`config.mk`:
```
export PLATFORM = sky130hd
export DESIGN_NAME = prbs_gen_chk_top_flat
export DESIGN_NICKNAME = d
export VERILOG_FILES = /design/src/rtl/prbs_gen_chk_if.sv /design/src/rtl/prbs_gen_chk_top.sv /design/src/flat_wrapper.sv
export SDC_FILE = /design/constraint.sdc
export NUM_CORES = 1
export LEC_CHECK = 0
export ABC_AREA = 1
export CAP_MARGIN = 10
export CORE_MARGIN = 2
export CORE_UTILIZATION = 35
export CTS_BUF_LIST = sky130_fd_sc_hd__clkbuf_16
export CTS_CLUSTER_DIAMETER = 200
export DETAILED_ROUTE_END_ITERATION = 10
export PLACE_DENSITY = 0.53
export SLEW_MARGIN = 20
export SYNTH_ARGS = -nofsm -noshare
export SYNTH_HDL_FRONTEND = slang
export SYNTH_SLANG_ARGS = --single-unit
export TNS_END_PERCENT = 5
```
`constraint.sdc`:
```
create_clock -name CLK -period 1.4 [get_ports CLK]
set_clock_uncertainty 0.1 [all_clocks]
set_input_delay 0.14 -clock CLK [delete_from_list [all_inputs] [get_ports CLK]]
set_output_delay 0.14 -clock CLK [all_outputs]
set_load 0.05 [all_outputs]
```
`src/rtl/prbs_gen_chk_if.sv`:
```
// Pin bundle for the PRBS-7 loopback block: error-injection control in, per-lane error flags out.
// No valid/ready handshake: INJ_ERR is level-sampled on every rising CLK, and each ERR_DETECT_* is valid every cycle.
interface prbs_gen_chk_if;
    logic INJ_ERR;
    logic ERR_DETECT_8;
    logic ERR_DETECT_9;

    modport master (output INJ_ERR, input ERR_DETECT_8, input ERR_DETECT_9);
    modport slave  (input INJ_ERR, output ERR_DETECT_8, output ERR_DETECT_9);
endinterface

```
`src/rtl/prbs_gen_chk_top.sv`:
```
// PRBS-7 (x^7 + x^6 + 1) loopback tester: two parallel lanes (8 and 9 bits), each with
// a generator, a transmit register and a self-synchronising checker.
module prbs_lane #(
    parameter int W           = 8,
    parameter int POLY_LENGTH = 7,
    parameter int POLY_TAP    = 6,
    parameter logic [POLY_LENGTH-1:0] INIT_SEED = '1
) (
    input  logic         clk,
    input  logic         rst,
    input  logic         inj_err,
    input  logic         chk_en,
    input  logic         err_en,
    output logic [W-1:0] tx_word,
    output logic         err_detect
);
    localparam int L = POLY_LENGTH;

    logic [L-1:0]   gen_state;
    logic [L-1:0]   hist;
    logic [W+L-1:0] gen_ext;
    logic [W+L-1:0] chk_ext;
    logic [W-1:0]   err_vec;

    // gen_state holds the next L serial bits; extend by W bits to get this word plus the next state.
    always_comb begin
        gen_ext = '0;
        gen_ext[L-1:0] = gen_state;
        for (int i = L; i < W + L; i++) begin
            gen_ext[i] = gen_ext[i-POLY_TAP] ^ gen_ext[i-L];
        end
    end

    // hist sits below the received word so every rx bit can be predicted from the L bits before it.
    always_comb begin
        chk_ext = {tx_word, hist};
        err_vec = '0;
        for (int n = 0; n < W; n++) begin
            err_vec[n] = chk_ext[n+L] ^ chk_ext[n+L-POLY_TAP] ^ chk_ext[n];
        end
    end

    always_ff @(posedge clk) begin
        if (rst) begin
            gen_state  <= INIT_SEED;
            tx_word    <= '0;
            hist       <= '0;
            err_detect <= 1'b0;
        end else begin
            gen_state <= gen_ext[W+L-1:W];
            tx_word   <= gen_ext[W-1:0] ^ {{(W-1){1'b0}}, inj_err};
            if (chk_en) begin
                hist       <= tx_word[W-1:W-L];
                err_detect <= err_en & (|err_vec);
            end else begin
                err_detect <= 1'b0;
            end
        end
    end
endmodule

module prbs_gen_chk_top #(
    parameter int POLY_LENGTH = 7,
    parameter int POLY_TAP    = 6,
    parameter int NBITS_A     = 8,
    parameter int NBITS_B     = 9,
    parameter logic [POLY_LENGTH-1:0] INIT_SEED = 7'h7F
) (
    input  logic           CLK,
    input  logic           RST,
    prbs_gen_chk_if.slave  bus
);
    // IDLE: tx register still holds its reset zero. PRIME: first real word arrives and
    // only seeds the checker history. RUN: every word is checked.
    typedef enum logic [1:0] {
        ST_IDLE  = 2'd0,
        ST_PRIME = 2'd1,
        ST_RUN   = 2'd2
    } lane_state_e;

    lane_state_e         state;
    lane_state_e         state_next;
    logic                chk_en;
    logic                err_en;
    logic [NBITS_A-1:0]  tx_word_a;
    logic [NBITS_B-1:0]  tx_word_b;
    logic                err_a;
    logic                err_b;

    always_ff @(posedge CLK) begin
        if (RST) begin
            state <= ST_IDLE;
        end else begin
            state <= state_next;
        end
    end

    always_comb begin
        state_next = state;
        chk_en     = 1'b0;
        err_en     = 1'b0;
        case (state)
            ST_IDLE: begin
                state_next = ST_PRIME;
            end
            ST_PRIME: begin
                chk_en     = 1'b1;
                state_next = ST_RUN;
            end
            ST_RUN: begin
                chk_en = 1'b1;
                err_en = 1'b1;
            end
            default: begin
                state_next = ST_IDLE;
            end
        endcase
    end

    prbs_lane #(
        .W(NBITS_A), .POLY_LENGTH(POLY_LENGTH), .POLY_TAP(POLY_TAP), .INIT_SEED(INIT_SEED)
    ) u_lane_a (
        .clk(CLK), .rst(RST), .inj_err(bus.INJ_ERR), .chk_en(chk_en), .err_en(err_en),
        .tx_word(tx_word_a), .err_detect(err_a)
    );

    prbs_lane #(
        .W(NBITS_B), .POLY_LENGTH(POLY_LENGTH), .POLY_TAP(POLY_TAP), .INIT_SEED(INIT_SEED)
    ) u_lane_b (
        .clk(CLK), .rst(RST), .inj_err(bus.INJ_ERR), .chk_en(chk_en), .err_en(err_en),
        .tx_word(tx_word_b), .err_detect(err_b)
    );

    assign bus.ERR_DETECT_8 = err_a;
    assign bus.ERR_DETECT_9 = err_b;
endmodule

```
`src/flat_wrapper.sv`:
```
// flat-port wrapper written by rule: the top's interface ports become plain ports
module prbs_gen_chk_top_flat 
#(
    parameter int POLY_LENGTH = 7,
    parameter int POLY_TAP    = 6,
    parameter int NBITS_A     = 8,
    parameter int NBITS_B     = 9,
    parameter logic [POLY_LENGTH-1:0] INIT_SEED = 7'h7F
)
  (CLK, RST, bus_INJ_ERR, bus_ERR_DETECT_8, bus_ERR_DETECT_9);
  prbs_gen_chk_if bus_i ();
  input  logic CLK;
  input  logic RST;
  input wire logic [$bits(bus_i.INJ_ERR)-1:0] bus_INJ_ERR;
  output wire logic [$bits(bus_i.ERR_DETECT_8)-1:0] bus_ERR_DETECT_8;
  output wire logic [$bits(bus_i.ERR_DETECT_9)-1:0] bus_ERR_DETECT_9;
  assign bus_i.INJ_ERR = bus_INJ_ERR;
  assign bus_ERR_DETECT_8 = bus_i.ERR_DETECT_8;
  assign bus_ERR_DETECT_9 = bus_i.ERR_DETECT_9;
  prbs_gen_chk_top #(.POLY_LENGTH(POLY_LENGTH), .POLY_TAP(POLY_TAP), .NBITS_A(NBITS_A), .NBITS_B(NBITS_B), .INIT_SEED(INIT_SEED)) u_core (.CLK(CLK), .RST(RST), .bus(bus_i));
endmodule
```
# Word level (Yosys, flattened, before mapping)
# Cells that the tools add are included.
# W data, S select, Z words.
op_classes:
  n_eq_ne: 2
  n_mux: 3
  bitwise_logic: 56
  reduce_logical: 5
op_table:
  columns: ["operator", "n"]
  rows:
  - ["$xor A1 B1 Y1", 51]
  - ["$reduce_or A9 Y1", 1]
  - ["$xor A9 B1 Y9", 1]
  - ["$reduce_or A8 Y1", 1]
  - ["$xor A8 B1 Y8", 1]
  - ["$pmux W2 S3", 1]
  - ["$reduce_or A2 Y1", 2]
  - ["$and A1 B1 Y1", 2]
  - ["$eq A2 B1 Y1 const B", 1]
  - ["$eq A2 B2 Y1 const B", 1]
  - ["$logic_not A2 Y1", 1]
  - ["$mux W1", 2]
  - ["$not A1 Y1", 1]
totals:
  register_bits: 49
  out_inout_bits: 2

# Depth between registers and ports, before layout
depth:
  depth_word: 5
  ltp_mapped: 9

# Cells and area by module
# Synthesis repeated with hierarchy kept, for this count alone.
unflattened:
  hier_cells: 298
  hier_area_um2: 2119.5
by_module_without_submodules:
  columns: ["mod", "n_inst", "cells_each", "area_per_inst_um2", "seq_area_each_um2"]
  rows:
  - ["prbs_lane at u_core.u_lane_b", 1, 146, 1036.0, 480.5]
  - ["prbs_lane at u_core.u_lane_a", 1, 135, 952.2, 460.4]
  - ["prbs_gen_chk_top", 1, 17, 131.4, 40.0]

# Worst setup path before layout
# Ideal clock, no wire load.
synth_timing:
  path_kind: "flip-flop to flip-flop"
  start: "register u_core.state[0]"
  end: "register u_core.u_lane_b.hist[0]"
  setup_time_ps: 122
  arrival_time_ps: 1083
  t_required_ps: 1178
  path_slack_ps: 95
  path_stages_with_launch: 6
  period_less_slack_ps: 1305
  cell_sequence: "dfxtp_1 > inv_1 > ha_1 > buf_2 > o21ai_0 > a21oi_1"
synth_via:
  elab_chain_cells: 3
synth_lines:
  columns: ["element", "line_no", "text"]
  rows:
  - ["start, declared", "prbs_gen_chk_top.sv:81", "lane_state_e state;"]
  - ["start signal, assigned", "prbs_gen_chk_top.sv:94", "state <= state_next;"]
  - ["$eq A2 B1 Y1 / $eq A2 B2 Y1 (equally long branches)", "prbs_gen_chk_top.sv:102", "case (state)"]
  - ["$reduce_or A2 Y1 (no line) (*)", null, null]
  - ["$mux W1 (*)", "prbs_gen_chk_top.sv:102", null]
  - ["end signal, assigned", "prbs_gen_chk_top.sv:53", "hist <= tx_word[W-1:W-L];"]
  - ["end, declared", "prbs_gen_chk_top.sv:20", "logic [L-1:0] hist;"]
# Every way passes the cells marked *; elsewhere a longest branch is shown, timed or not.
# A chain may end at the register's enable or synchronous reset.

# Worst setup path after layout
layout_timing:
  start: "register u_core.state[0]"
  end: "register u_core.u_lane_a.hist[2]"
layout_via:
  elab_chain_cells: 3
layout_lines:
  columns: ["element", "line_no"]
  rows:
  - ["$eq A2 B1 Y1 / $eq A2 B2 Y1 (equally long branches)", "prbs_gen_chk_top.sv:102"]
  - ["$reduce_or A2 Y1 (no line) (*)", null]
  - ["$mux W1 (*)", "prbs_gen_chk_top.sv:102"]
  - ["end signal, assigned", "prbs_gen_chk_top.sv:53"]
  - ["end, declared", "prbs_gen_chk_top.sv:20"]
# Marked as above.

==> flow_summary.yaml <==
outcome:
  outcome: "finished, final reports clean"
place:
  placed_cell_count: 356
  gp_routability_congestion: 0.761
  place.port_buffers: 4
  placement.setup.worst_slack_ns: 0.0194
  post_dp_cell_area_sq_mm: 0.00221
  detailed_place_hpwl_um: 2660
clocking:
  clock_path_buffers: 2
  insertion_delay_ns: 0.28
  cts-root-buf: "sky130_fd_sc_hd__clkbuf_16"
  number_of_hold_repair_buffers_added_at_the_cts_stage: 0
  h-tree-depth: 2
  cts_tree: "yes"
  postCtsResizedCells: 0
  clkSinkCount: 49
  cts.repair_timing.setup_buffer_count: 0
  clk_transition_reported_paths_ns: 0.07
  cts_inserted_buffers: 5
timing:
  finalHoldViolCount: 0
  worst_slew_pin_slew_ns: 0.311
  tns_ns: 0
  fin_ws_ns: 0.0847
  slew_headroom: 0.792
  report.final.setup_viol: 0
  clock.fmax_mhz: 760
  final.hold.worst_slack_ns: 0.329
  min_period_ns: 1.32
  unrepaired_setup_endpoints_after_global_routing: "no"
  max_slew_violation_count: 0
  min_period_over_period: 0.940
layout:
  post_route_cells_drive_above_1_share: 0.109
  fin_util: 0.435
  finalNonFillerCells: 365
  fin_nets: 298
  syn2layout_area_growth_pct: 18.7
  antenna_cells_inserted: 0
  post-route-cell-area_sq_mm: 0.00243
critical_path:
  cp-end-kind: "register"
  setup.worst_path.class: "reg -> reg"
  startpoint_type: "register"
  critical_path_required_ns: 1.48
  critPathMaxFanout: 13
  critical_path_arrival_ns: 1.39
global_route:
  groute.usage.overall: 0.126
  grt_remaining_overflow: 0
  number_of_global_route_vias_before_repair: 1465
  grt_antenna_before_repair: 0
  first_pass_grt_wire_length_um: 6430
  grt_start_max_net_pins: 27
synthesis:
  postSynthRegisterBits: 49
  netlist_cell_types: 16
  syn-cell-area_sq_mm: 0.00204
  postSynthAreaPerCell_sq_um: 7.22
  synth.yosys.warnings: 0
  synth-seq-area-share: 0.480
  postSynthCellCount: 283
  postSynthNetCount: 289
pwr:
  vdd_ir_drop_max_uv: 760
  p_per_area_mw_per_mm2: 2140
  power.leakage_nw: 1.15
  totalPowerFinal_mw: 5.20
routing:
  drt-vias-per-instance: 4.40
  avgRoutedWirePerCell_um: 10.2
  drt_drc_violations_left: 0
  initialDrtViolationCount: 76
  first_pass_iters: 4
  postRouteAntennaNets: 0
  route.final.wire_length_um: 3720
  dr_total_vias: 1605
worst_hold_path:
  hold_class: "reg -> reg"
floorplan:
  initial_core_util: 0.367
  cell_row_count: 27
  core-area_sq_mm: 0.00557
  io_pins: 5
  die_height_um: 80.4
  die_width_um: 80.4
  die_area_sq_mm: 0.00647
flow_run:
  max_cap_violations: 0
[final timing paths]
kind | slack (ns) | cells after the start | from | endpoint
worst max-delay path | 0.08 | 6 | u_core.state[0] | u_core.u_lane_a.hist[2]
worst min-delay path | 0.33 | 1 | u_core.u_lane_b.gen_state[2] | u_core.u_lane_b.tx_word[8]
worst max register to register | 0.08 | 6 | u_core.state[0] | u_core.u_lane_a.hist[2]
worst min register to register | 0.33 | 1 | u_core.u_lane_b.gen_state[2] | u_core.u_lane_b.tx_word[8]
[cells by family after synthesis]
group	Yosys count	share of synthesized area
compound gates	57	0.140
flops	49	0.480
fa+ha+maj	3	0.0184
xor+xnor	7	0.0300
buf+inv	48	0.0918
simple gates	119	0.241
[synthesized netlist by cell type, drive strengths merged]
master  instances  area share
nor2           25       0.048
or2             2      0.0061
nand3          17       0.042
ha              3       0.018
xnor2           6       0.026
inv            42       0.077
xor2            1      0.0043
dfxtp          49        0.48
buf             6       0.015
nand3b          1      0.0037
a21oi          29       0.071
nand2          74        0.14
o21ai          28       0.069
[state kept, by name, indices dropped and copies added, names as in the netlist]
register / cells
u_core.u_lane_a.hist: 7
u_core.u_lane_b.err_detect: 1
u_core.u_lane_b.gen_state: 7
u_core.u_lane_a.tx_word: 8
u_core.u_lane_a.err_detect: 1
u_core.u_lane_b.hist: 7
u_core.u_lane_a.gen_state: 7
u_core.u_lane_b.tx_word: 9
u_core.state: 2
[layout make-up]
cell class	instances	area [sq um]
Fill cell	565	3150
Sequential cell	49	981
Multi-Input combinational cell	186	892
Inverter	42	158
Timing Repair Buffer	8	133
Clock buffer	5	125
Tap cell	72	90.1
Clock inverter	3	47.5
[per-layer routing]
metal | GRT usage | vias to the layer above | wire, um | share of wire
met5 | 0 | - | 0 | 0
met4 | 0.0356 | 0 | 15 | 0.0040
met3 | 0.0303 | 2 | 128 | 0.034
met2 | 0.189 | 15 | 1620 | 0.44
met1 | 0.179 | 679 | 1950 | 0.52
li1 | - | 909 | - | -
[layout by cell type, fill, tap and decap left out, types with 4 or more instances in the layout]
master / n
sky130_fd_sc_hd__nand2_1: 70
sky130_fd_sc_hd__dfxtp_1: 49
sky130_fd_sc_hd__inv_1: 32
sky130_fd_sc_hd__a21oi_1: 29
sky130_fd_sc_hd__o21ai_0: 25
sky130_fd_sc_hd__nor2_1: 23
sky130_fd_sc_hd__nand3_1: 17
sky130_fd_sc_hd__inv_2: 10
sky130_fd_sc_hd__xnor2_1: 6
sky130_fd_sc_hd__clkbuf_16: 6
sky130_fd_sc_hd__nand2_2: 4
sky130_fd_sc_hd__buf_12: 4
[critical path, cell delays in order, from the launching register on]
cell and delay (ns):
sky130_fd_sc_hd__dfxtp_1 0.34, sky130_fd_sc_hd__inv_1 0.09, sky130_fd_sc_hd__ha_4 0.31, sky130_fd_sc_hd__buf_12 0.13
sky130_fd_sc_hd__inv_1 0.08, sky130_fd_sc_hd__o21ai_1 0.12, sky130_fd_sc_hd__a21oi_1 0.04
[where the power goes]
| part | leakage, nW | total (mW) | switching, mW | internal, mW |
|---|---|---|---|---|
| clock | 0.0848 | 1.38 | 0.521 | 0.855 |
| sequential | 0.408 | 2.07 | 0.307 | 1.76 |
| combinational | 0.653 | 1.76 | 0.973 | 0.785 |
Power figures use the tool's default switching activity.
